[src/rtl/nabp_bank_ring_control.sv]
`timescale 1ns/1ps
// Ring-of-banks controller: fetches angles and orders bank fills up to NUM_BANKS-1 ahead,
// while a KICK/RUN/RELEASE sequencer walks the PEs over each filled bank in ring order.
module nabp_bank_ring_control #(
    parameter int NUM_BANKS = 2,
    parameter int BANK_W    = 1,
    parameter int ANGLE_W   = 12,
    parameter int LINES     = 16,
    parameter int LINE_W    = 4
) (
    input  logic               clk,
    input  logic               reset_n,
    input  logic               fr_has_next_angle,
    input  logic [ANGLE_W-1:0] fr_angle,
    output logic               fr_next_angle,
    input  logic               fr_next_angle_ack,
    output logic               fill_start,
    output logic [BANK_W-1:0]  fill_bank,
    output logic [ANGLE_W-1:0] fill_angle,
    input  logic               fill_done,
    output logic               pe_kick,
    output logic               pe_en,
    output logic [BANK_W-1:0]  pe_bank,
    output logic [ANGLE_W-1:0] pe_angle,
    output logic [LINE_W-1:0]  pe_line_itr,
    output logic               done
);
    localparam logic [1:0] SLOT_FREE    = 2'd0;
    localparam logic [1:0] SLOT_FILLING = 2'd1;
    localparam logic [1:0] SLOT_READY   = 2'd2;
    localparam logic [1:0] SLOT_BUSY    = 2'd3;

    localparam logic [1:0] ST_IDLE    = 2'd0;
    localparam logic [1:0] ST_KICK    = 2'd1;
    localparam logic [1:0] ST_RUN     = 2'd2;
    localparam logic [1:0] ST_RELEASE = 2'd3;

    localparam logic [BANK_W-1:0] LAST_BANK = BANK_W'(NUM_BANKS - 1);
    localparam logic [LINE_W-1:0] LAST_LINE = LINE_W'(LINES - 1);

    logic [1:0]         slot_state_reg [NUM_BANKS];
    logic [ANGLE_W-1:0] slot_angle_reg [NUM_BANKS];

    logic [BANK_W-1:0]  wr_ptr_reg, rd_ptr_reg, fill_bank_reg, pe_bank_reg;
    logic [ANGLE_W-1:0] fill_angle_reg, pe_angle_reg;
    logic               req_reg, fill_pending_reg, fill_start_reg, done_reg;
    logic [1:0]         state_reg, state_next;
    logic [LINE_W-1:0]  line_reg, line_next;

    logic [NUM_BANKS-1:0] slot_free, slot_ready, ack_hit, done_hit, kick_hit, release_hit;
    logic ack_take, done_take, kick_take, release_take, req_rise, done_next;

    // An ack only counts while a request is up; fill_done only while a fill is outstanding.
    assign ack_take     = req_reg && fr_next_angle_ack;
    assign done_take    = fill_done && fill_pending_reg;
    assign kick_take    = (state_reg == ST_IDLE) && slot_ready[rd_ptr_reg];
    assign release_take = (state_reg == ST_RELEASE);
    assign req_rise     = !req_reg && fr_has_next_angle && slot_free[wr_ptr_reg] && !fill_pending_reg;

    genvar gi;
    generate
        for (gi = 0; gi < NUM_BANKS; gi++) begin : g_slot
            assign slot_free[gi]   = (slot_state_reg[gi] == SLOT_FREE);
            assign slot_ready[gi]  = (slot_state_reg[gi] == SLOT_READY);
            assign ack_hit[gi]     = ack_take && (wr_ptr_reg == BANK_W'(gi));
            assign done_hit[gi]    = done_take && (fill_bank_reg == BANK_W'(gi));
            assign kick_hit[gi]    = kick_take && (rd_ptr_reg == BANK_W'(gi));
            assign release_hit[gi] = release_take && (rd_ptr_reg == BANK_W'(gi));
        end
    endgenerate

    always_ff @(posedge clk or negedge reset_n) begin
        if (!reset_n) begin
            for (int i = 0; i < NUM_BANKS; i++) begin
                slot_state_reg[i] <= SLOT_FREE;
                slot_angle_reg[i] <= '0;
            end
        end else begin
            for (int i = 0; i < NUM_BANKS; i++) begin
                if (ack_hit[i]) begin
                    slot_state_reg[i] <= SLOT_FILLING;
                    slot_angle_reg[i] <= fr_angle;
                end else if (done_hit[i]) begin
                    slot_state_reg[i] <= SLOT_READY;
                end else if (kick_hit[i]) begin
                    slot_state_reg[i] <= SLOT_BUSY;
                end else if (release_hit[i]) begin
                    slot_state_reg[i] <= SLOT_FREE;
                end
            end
        end
    end

    always_ff @(posedge clk or negedge reset_n) begin
        if (!reset_n) begin
            req_reg          <= 1'b0;
            fill_pending_reg <= 1'b0;
            fill_start_reg   <= 1'b0;
            fill_bank_reg    <= '0;
            fill_angle_reg   <= '0;
            wr_ptr_reg       <= '0;
        end else begin
            fill_start_reg <= ack_take;
            if (done_take) begin
                fill_pending_reg <= 1'b0;
            end
            if (ack_take) begin
                req_reg          <= 1'b0;
                fill_pending_reg <= 1'b1;
                fill_bank_reg    <= wr_ptr_reg;
                fill_angle_reg   <= fr_angle;
                wr_ptr_reg       <= (wr_ptr_reg == LAST_BANK) ? '0 : wr_ptr_reg + BANK_W'(1);
            end else if (req_rise) begin
                req_reg <= 1'b1;
            end
        end
    end

    always_comb begin
        state_next = state_reg;
        line_next  = line_reg;
        case (state_reg)
            ST_IDLE: begin
                if (kick_take) begin
                    state_next = ST_KICK;
                end
            end
            ST_KICK: begin
                state_next = ST_RUN;
                line_next  = '0;
            end
            ST_RUN: begin
                if (line_reg == LAST_LINE) begin
                    state_next = ST_RELEASE;
                    line_next  = '0;
                end else begin
                    line_next = line_reg + LINE_W'(1);
                end
            end
            ST_RELEASE: begin
                state_next = ST_IDLE;
            end
            default: begin
                state_next = ST_IDLE;
                line_next  = '0;
            end
        endcase
    end

    assign done_next = !fr_has_next_angle && (&slot_free) && !req_reg &&
                       !fill_pending_reg && (state_reg == ST_IDLE);

    always_ff @(posedge clk or negedge reset_n) begin
        if (!reset_n) begin
            state_reg    <= ST_IDLE;
            line_reg     <= '0;
            rd_ptr_reg   <= '0;
            pe_bank_reg  <= '0;
            pe_angle_reg <= '0;
            done_reg     <= 1'b0;
        end else begin
            state_reg <= state_next;
            line_reg  <= line_next;
            done_reg  <= done_next;
            // Latched on entry to KICK so both are already valid in the kick cycle.
            if (kick_take) begin
                pe_bank_reg  <= rd_ptr_reg;
                pe_angle_reg <= slot_angle_reg[rd_ptr_reg];
            end
            if (release_take) begin
                rd_ptr_reg <= (rd_ptr_reg == LAST_BANK) ? '0 : rd_ptr_reg + BANK_W'(1);
            end
        end
    end

    assign fr_next_angle = req_reg;
    assign fill_start    = fill_start_reg;
    assign fill_bank     = fill_bank_reg;
    assign fill_angle    = fill_angle_reg;
    assign pe_kick       = (state_reg == ST_KICK);
    assign pe_en         = (state_reg == ST_RUN);
    assign pe_bank       = pe_bank_reg;
    assign pe_angle      = pe_angle_reg;
    assign pe_line_itr   = line_reg;
    assign done          = done_reg;

endmodule

[config.mk]
export PLATFORM = sky130hd
export DESIGN_NAME = nabp_bank_ring_control
export DESIGN_NICKNAME = d
export VERILOG_FILES = /design/src/rtl/nabp_bank_ring_control.sv
export SDC_FILE = /design/constraint.sdc
export NUM_CORES = 1
export LEC_CHECK = 0
export ABC_AREA = 1
export ABC_CLOCK_PERIOD_IN_PS = 1300
export BUFFER_PORTS_ARGS = -buffer_cell sky130_fd_sc_hd__buf_2
export CAP_MARGIN = 10
export CORE_UTILIZATION = 30
export DETAILED_ROUTE_END_ITERATION = 10
export MAX_ROUTING_LAYER = met4
export SKIP_CTS_REPAIR_TIMING = 1
export SYNTH_ARGS = -nofsm -noshare
export SYNTH_HDL_FRONTEND = slang
export SYNTH_SLANG_ARGS = --single-unit
[constraint.sdc]
create_clock -name clk -period 1.3 [get_ports clk]
set_input_delay 0.26 -clock clk [delete_from_list [all_inputs] [get_ports clk]]
set_output_delay 0.26 -clock clk [all_outputs]
set_load 0.01 [all_outputs]
==> flow_summary.toml, run 1 <==
[run_status]
status = "finished, violations left"
violations = "negative setup slack"

[power]
swShare_pct = 37.0
power_frac_clock_pct = 22.6
p_sw_mw = 3.16
seqPwrFrac_pct = 41.1
comb_power_share_pct = 36.3
p_int_mw = 5.37
leakage_nw = 1.97
powerDensity_nw_per_um2 = 2330
finalPower_mw = 8.53
vdd_ir_drop_max_mv = 0.743

[drt]
post_drt_wl_per_cell_um = 11.9
drtIter0Drc = 154
firstDrtPassIters = 4
ant_nets = 0
viasPerCell = 4.37
drc = 0
via_count = 2218
drt_wl_total_mm = 6.03

[timing]
final_hold_viol_count = 0
fmax_mhz = 690
fin_hold_ws_ns = 0.159
setup_viol = 17
fin_ws_ns = -0.150
skew_ns = 0.0128
drv_slew = 0
rsz0062_at_grt = "yes"
min_period_over_period_pct = 112
min_period_ns = 1.45
slew_headroom_pct = 76.0
tightestPinTransition_ns = 0.359

[cells_and_area]
drive_above_1_share_pct = 35.4
design_area_um2 = 3660
antenna_cells = 0
fin_nets = 395
n_fill_cell = 947
largest_register_ff_count = 24
areaGrowthSynthToFinish_pct = 25.2
postLayoutCoreUtil_pct = 39.2

[synthesis]
synth_xor_area_share_pct = 0.300
synthMostInstantiatedCell = "nand2_1"
synth.cell_area_um2 = 2920
synth_top_area_share_pct = 56.5
synthSimpleGateAreaFrac_pct = 23.1
ys_ff_latch = 66
synth_compound_area_share_pct = 9.80
synth_nets = 327
synth_cell_types = 24
synth_area_leaders = "dfrtp_1, nand2_1, o21ai_1, nand3_2, inv_1"
yosysSeqAreaShare_pct = 56.5
synth_top_family_by_area = "simple AND/OR/NAND/NOR gates"
yosys-top-cells-count = "nand2_1, dfrtp_1, inv_1, o21ai_1, nand2_2"
synth_top_flop_cell = "dfrtp_1"
ys_warn_count = 0
synth.mux.area_fraction_pct = 0
synth_top_area_cell = "dfrtp_1"
synth_edf_count = 0
syn-instance-count = 305
avgSynthCellArea_um2 = 9.58
synth-adder-area-share_pct = 2.14
synthArstFlopShare_pct = 100

[global_route]
grt_antenna_before_repair = 0
grt_use_total_pct = 13.2
overflow = 0
grt_pass1_vias = 2053
grt_max_degree = 67
grt_first_pass_wirelength_mm = 9.89

[clock_tree]
htreeDepth = 3
cts_tree = "yes"
clk_pin_slew_ns = 0.08
root_buffer = "clkbuf_8"
cts.sinks = 66
cts_buffers = 9
clk_latency_ns = 0.34
cts_buffer_depth = 2

[floorplanning]
io_pins = 52
die_x_um = 101
dieArea_um2 = 10100
die_height_um = 101
start_util_pct = 31.3
coreArea_um2 = 9330
rows = 35

[placement]
globalplace.congestion = 0.847
placed_area_um2 = 3370
io_buffers = 51
hpwl_mm = 4.26

[critical_path]
critPathLaunchType = "register"
end_kind = "primary output"
cp_max_fo = 3
r2r_cells = 7
r2r-end = "pe_angle[1]$_DFFE_PN0N_"
r2r-start = "state_reg[1]$_DFFE_PN0P_"
rrSetupSlack_ns = -0.12
crit_path_end = "pe_en"
cp.required_ns = 1.04
worst_ep_arrival_time_ns = 1.19
critical_path_class = "reg2out"
startpoint = "state_reg[1]$_DFFE_PN0P_"

[worst_hold_path]
hp-start = "fill_done"
hold_class = "in2reg"

[run]
maxCapViolCount = 0
==> power by group through the flow <==
stage                     registers [mW]  logic, mW  clock network [mW]
after floorplan                     3.58       1.90                   0
after global placement              3.50       2.92                   0
after detailed placement            3.50       3.02                   0
after CTS                           3.49       3.03                1.98
after global routing                3.62       3.54                2.07
final                               3.51       3.10                1.92
==> cells in the final DEF (no fill, tap or decap), types with 3 or more instances in the layout <==
cell      synthesis  final
nor2_1            8      7
buf_4             1     11
inv_2             5      6
buf_2             1     50
nand2_2          14     13
dfrtp_1          66     66
buf_12            0      3
nand3_2          11     11
o21ai_2          12     12
nand3_1          11     11
ha_1              5      3
clkbuf_8          0     10
o21ai_1          24     24
inv_1            28     25
nand2_1          92     92
o21ai_0           4      4
a21oi_1           3      3
==> cell families after synthesis <==
logic type,Yosys count
compound gates,47
xor+xnor,1
buf+inv,44
flops,66
fa+ha+maj,5
simple gates,142
==> how the worst min path moves through the flow <==
stage	endpoint	slack (ns)	cells past startpoint
3_3_place_gp	fill_pending_reg$_DFFE_PN0P_	0.30	2
4_1_cts	done$_DFF_PN0_	-0.06	2
2_1_floorplan	done$_DFF_PN0_	-0.04	0
3_5_place_dp	fill_pending_reg$_DFFE_PN0P_	0.31	2
6_report	fill_pending_reg$_DFFE_PN0P_	0.16	2
5_1_grt	fill_pending_reg$_DFFE_PN0P_	0.16	2
==> worst max-delay path, cell delays in order, from the launching register on <==
cell	delay [ns]
dfrtp_1	0.41
ha_2	0.19
buf_4	0.13
buf_2	0.13
==> through the flow <==
stage / cells / worst slack [ns] / TNS, ns
after detailed placement: 488 / -0.0908 / -0.882
after CTS: 504 / -0.196 / -1.78
after global routing: 507 / -0.202 / -2.90
final: 507 / -0.150 / -1.40
after global placement: 488 / -0.0127 / -0.116
after floorplan: 305 / 0.00190 / 0
==> layer usage <==
metal,wire (um),GRT usage (%),vias up
met3,173,2.22,11
met4,126,7.36,0
met5,0,-,-
met1,3020,17.9,1057
met2,2710,18.8,45
li1,-,-,1105
==> area by class of cell <==
class,count,area (um^2),area share [%]
clock buffer,10,138,3.76
clock inverter,6,90.1,2.46
inverter,33,129,3.52
multi-input combinational,195,1060,28.9
sequential,66,1650,45.1
tap,129,161,4.41
timing repair buffer,67,425,11.6
timing repair inverter,1,7.51,0.205
Note: power is estimated with default switching activity, not from simulation.
==> run 2: changes to the inputs <==
==> constraint.sdc (replaced) <==
create_clock -name clk -period 1.3 [get_ports clk]
set_input_delay 0.13 -clock clk [delete_from_list [all_inputs] [get_ports clk]]
set_output_delay 0.13 -clock clk [all_outputs]
set_load 0.01 [all_outputs]
==> flow_summary.toml, run 2 (same netlist as run 1, synthesis figures left out) <==
[run_status]
status = "finished, violations left"
violations = "negative setup slack"

[worst_hold_path]
min_to = "fill_pending_reg$_DFFE_PN0P_"
hp-start = "fill_done"
hold_class = "in2reg"
whs_path_depth = 2

[timing]
setup_viol = 7
fin_ws_ns = -0.0755
min_period_ns = 1.38
final_hold_viol_count = 0
fmax_mhz = 727
rsz0062_at_grt = "yes"
min_period_over_period_pct = 106
fin_hold_ws_ns = 0.0193
skew_ns = 0.0112
slew_headroom_pct = 78.9
drv_slew = 0
tightestPinTransition_ns = 0.317

[drt]
via_count = 2212
drc = 0
firstDrtPassIters = 4
viasPerCell = 4.35
post_drt_wl_per_cell_um = 12.4
drtIter0Drc = 154
ant_nets = 0
drt_wl_total_mm = 6.33

[cells_and_area]
final_common_cell = "nand2_1"
final_cells = 509
postLayoutCoreUtil_pct = 39.7
drive_above_1_share_pct = 38.7
areaGrowthSynthToFinish_pct = 26.8
layout_common_cells = "nand2_1, dfrtp_1, buf_2"
fin_nets = 397
largest_register_ff_count = 24
antenna_cells = 0

[power]
swShare_pct = 37.2
seqPwrFrac_pct = 40.1
comb_power_share_pct = 38.2
leakage_nw = 1.98
powerDensity_nw_per_um2 = 2360
p_sw_mw = 3.25
p_int_mw = 5.48
finalPower_mw = 8.74
vdd_ir_drop_max_mv = 0.837
power_frac_clock_pct = 21.7

[clock_tree]
cts.sinks = 66
cts_tree = "yes"
cts_buffer_depth = 2
clk_pin_slew_ns = 0.07
cts_buffers = 9
clk_latency_ns = 0.34
root_buffer = "clkbuf_8"
htreeDepth = 3

[global_route]
grtUsageMet3_pct = 4.02
gr-usage-met1_pct = 18.5
grt-busiest-layer = "met2"
grt_antenna_before_repair = 0
use_met2_pct = 19.9
grt_pass1_vias = 2057
grt_max_degree = 56
grt_use_total_pct = 13.9
grt_first_pass_wirelength_mm = 10.3
overflow = 0

[critical_path]
r2r-end = "pe_angle[0]$_DFFE_PN0N_"
worst_ep_arrival_time_ns = 1.60
critical_path_class = "reg2reg"
cp_max_fo = 6
critPathLaunchType = "register"
rrSetupSlack_ns = -0.08
cp.required_ns = 1.52
end_kind = "register"
r2r-start = "state_reg[1]$_DFFE_PN0P_"
r2r_cells = 7

[floorplanning]
dieArea_um2 = 10100
start_util_pct = 31.3
rows = 35
coreArea_um2 = 9330
die_x_um = 101
io_pins = 52
die_height_um = 101

[placement]
io_buffers = 51
globalplace.congestion = 0.840
dp.cells = 489
hpwl_mm = 4.31

[run]
maxCapViolCount = 0
run 2: worst max-delay path, cell delays in order, from the launching register on:
cell and delay, ns:
dfrtp_1 0.39, inv_2 0.07, ha_4 0.18, nand4_1 0.11, buf_6 0.15, clkinvlp_4 0.18
nand2_1 0.11, nand3_1 0.08
run 2: worst max-delay path by stage:
stage	from	to	depth (start not counted)
floorplan	state_reg[0]$_DFFE_PN0P_	pe_line_itr[3]$_DFFE_PN0P_	8
global placement	state_reg[1]$_DFFE_PN0P_	pe_angle[7]$_DFFE_PN0N_	6
detailed placement	state_reg[1]$_DFFE_PN0P_	pe_angle[2]$_DFFE_PN0N_	6
CTS	state_reg[1]$_DFFE_PN0P_	pe_angle[2]$_DFFE_PN0N_	6
global route	state_reg[0]$_DFFE_PN0P_	pe_en	4
finish	state_reg[1]$_DFFE_PN0P_	pe_angle[0]$_DFFE_PN0N_	7
run 2: final cells by class:
class                   instances  area [um^2]
clock buffers                  11          141
repair inverters                1         7.51
flip-flops and latches         66         1650
clock inverters                 5         77.6
well taps                     129          161
multi-input cells             195         1100
inverters                      33          129
fillers                       926         5620
repair buffers                 69          432
run 2: power groups by stage:
| stage | clock, mW | sequential (mW) | combinational (mW) |
|---|---|---|---|
| after global placement | 0 | 3.51 | 2.92 |
| after global routing | 2.05 | 3.61 | 3.74 |
| after CTS | 1.96 | 3.48 | 3.04 |
| final | 1.89 | 3.50 | 3.34 |
| after floorplan | 0 | 3.58 | 1.90 |
| after detailed placement | 0 | 3.50 | 3.01 |
run 2: routing by layer:
layer  wire length (um)  part of all wire [%]
met5                  0                     0
met4                 95                   1.5
met3                234                   3.7
met2               2930                    46
met1               3070                    49
run 2: through the flow:
stage | instance area [um^2] | TNS, ns | setup WS (ns)
2_1_floorplan | 2920 | 0 | 0.00190
4_1_cts | 3580 | -1.84 | -0.141
3_5_place_dp | 3360 | -1.17 | -0.100
3_3_place_gp | 3360 | -0.205 | -0.0199
6_report | 3710 | -0.411 | -0.0755
5_1_grt | 3710 | -0.844 | -0.130
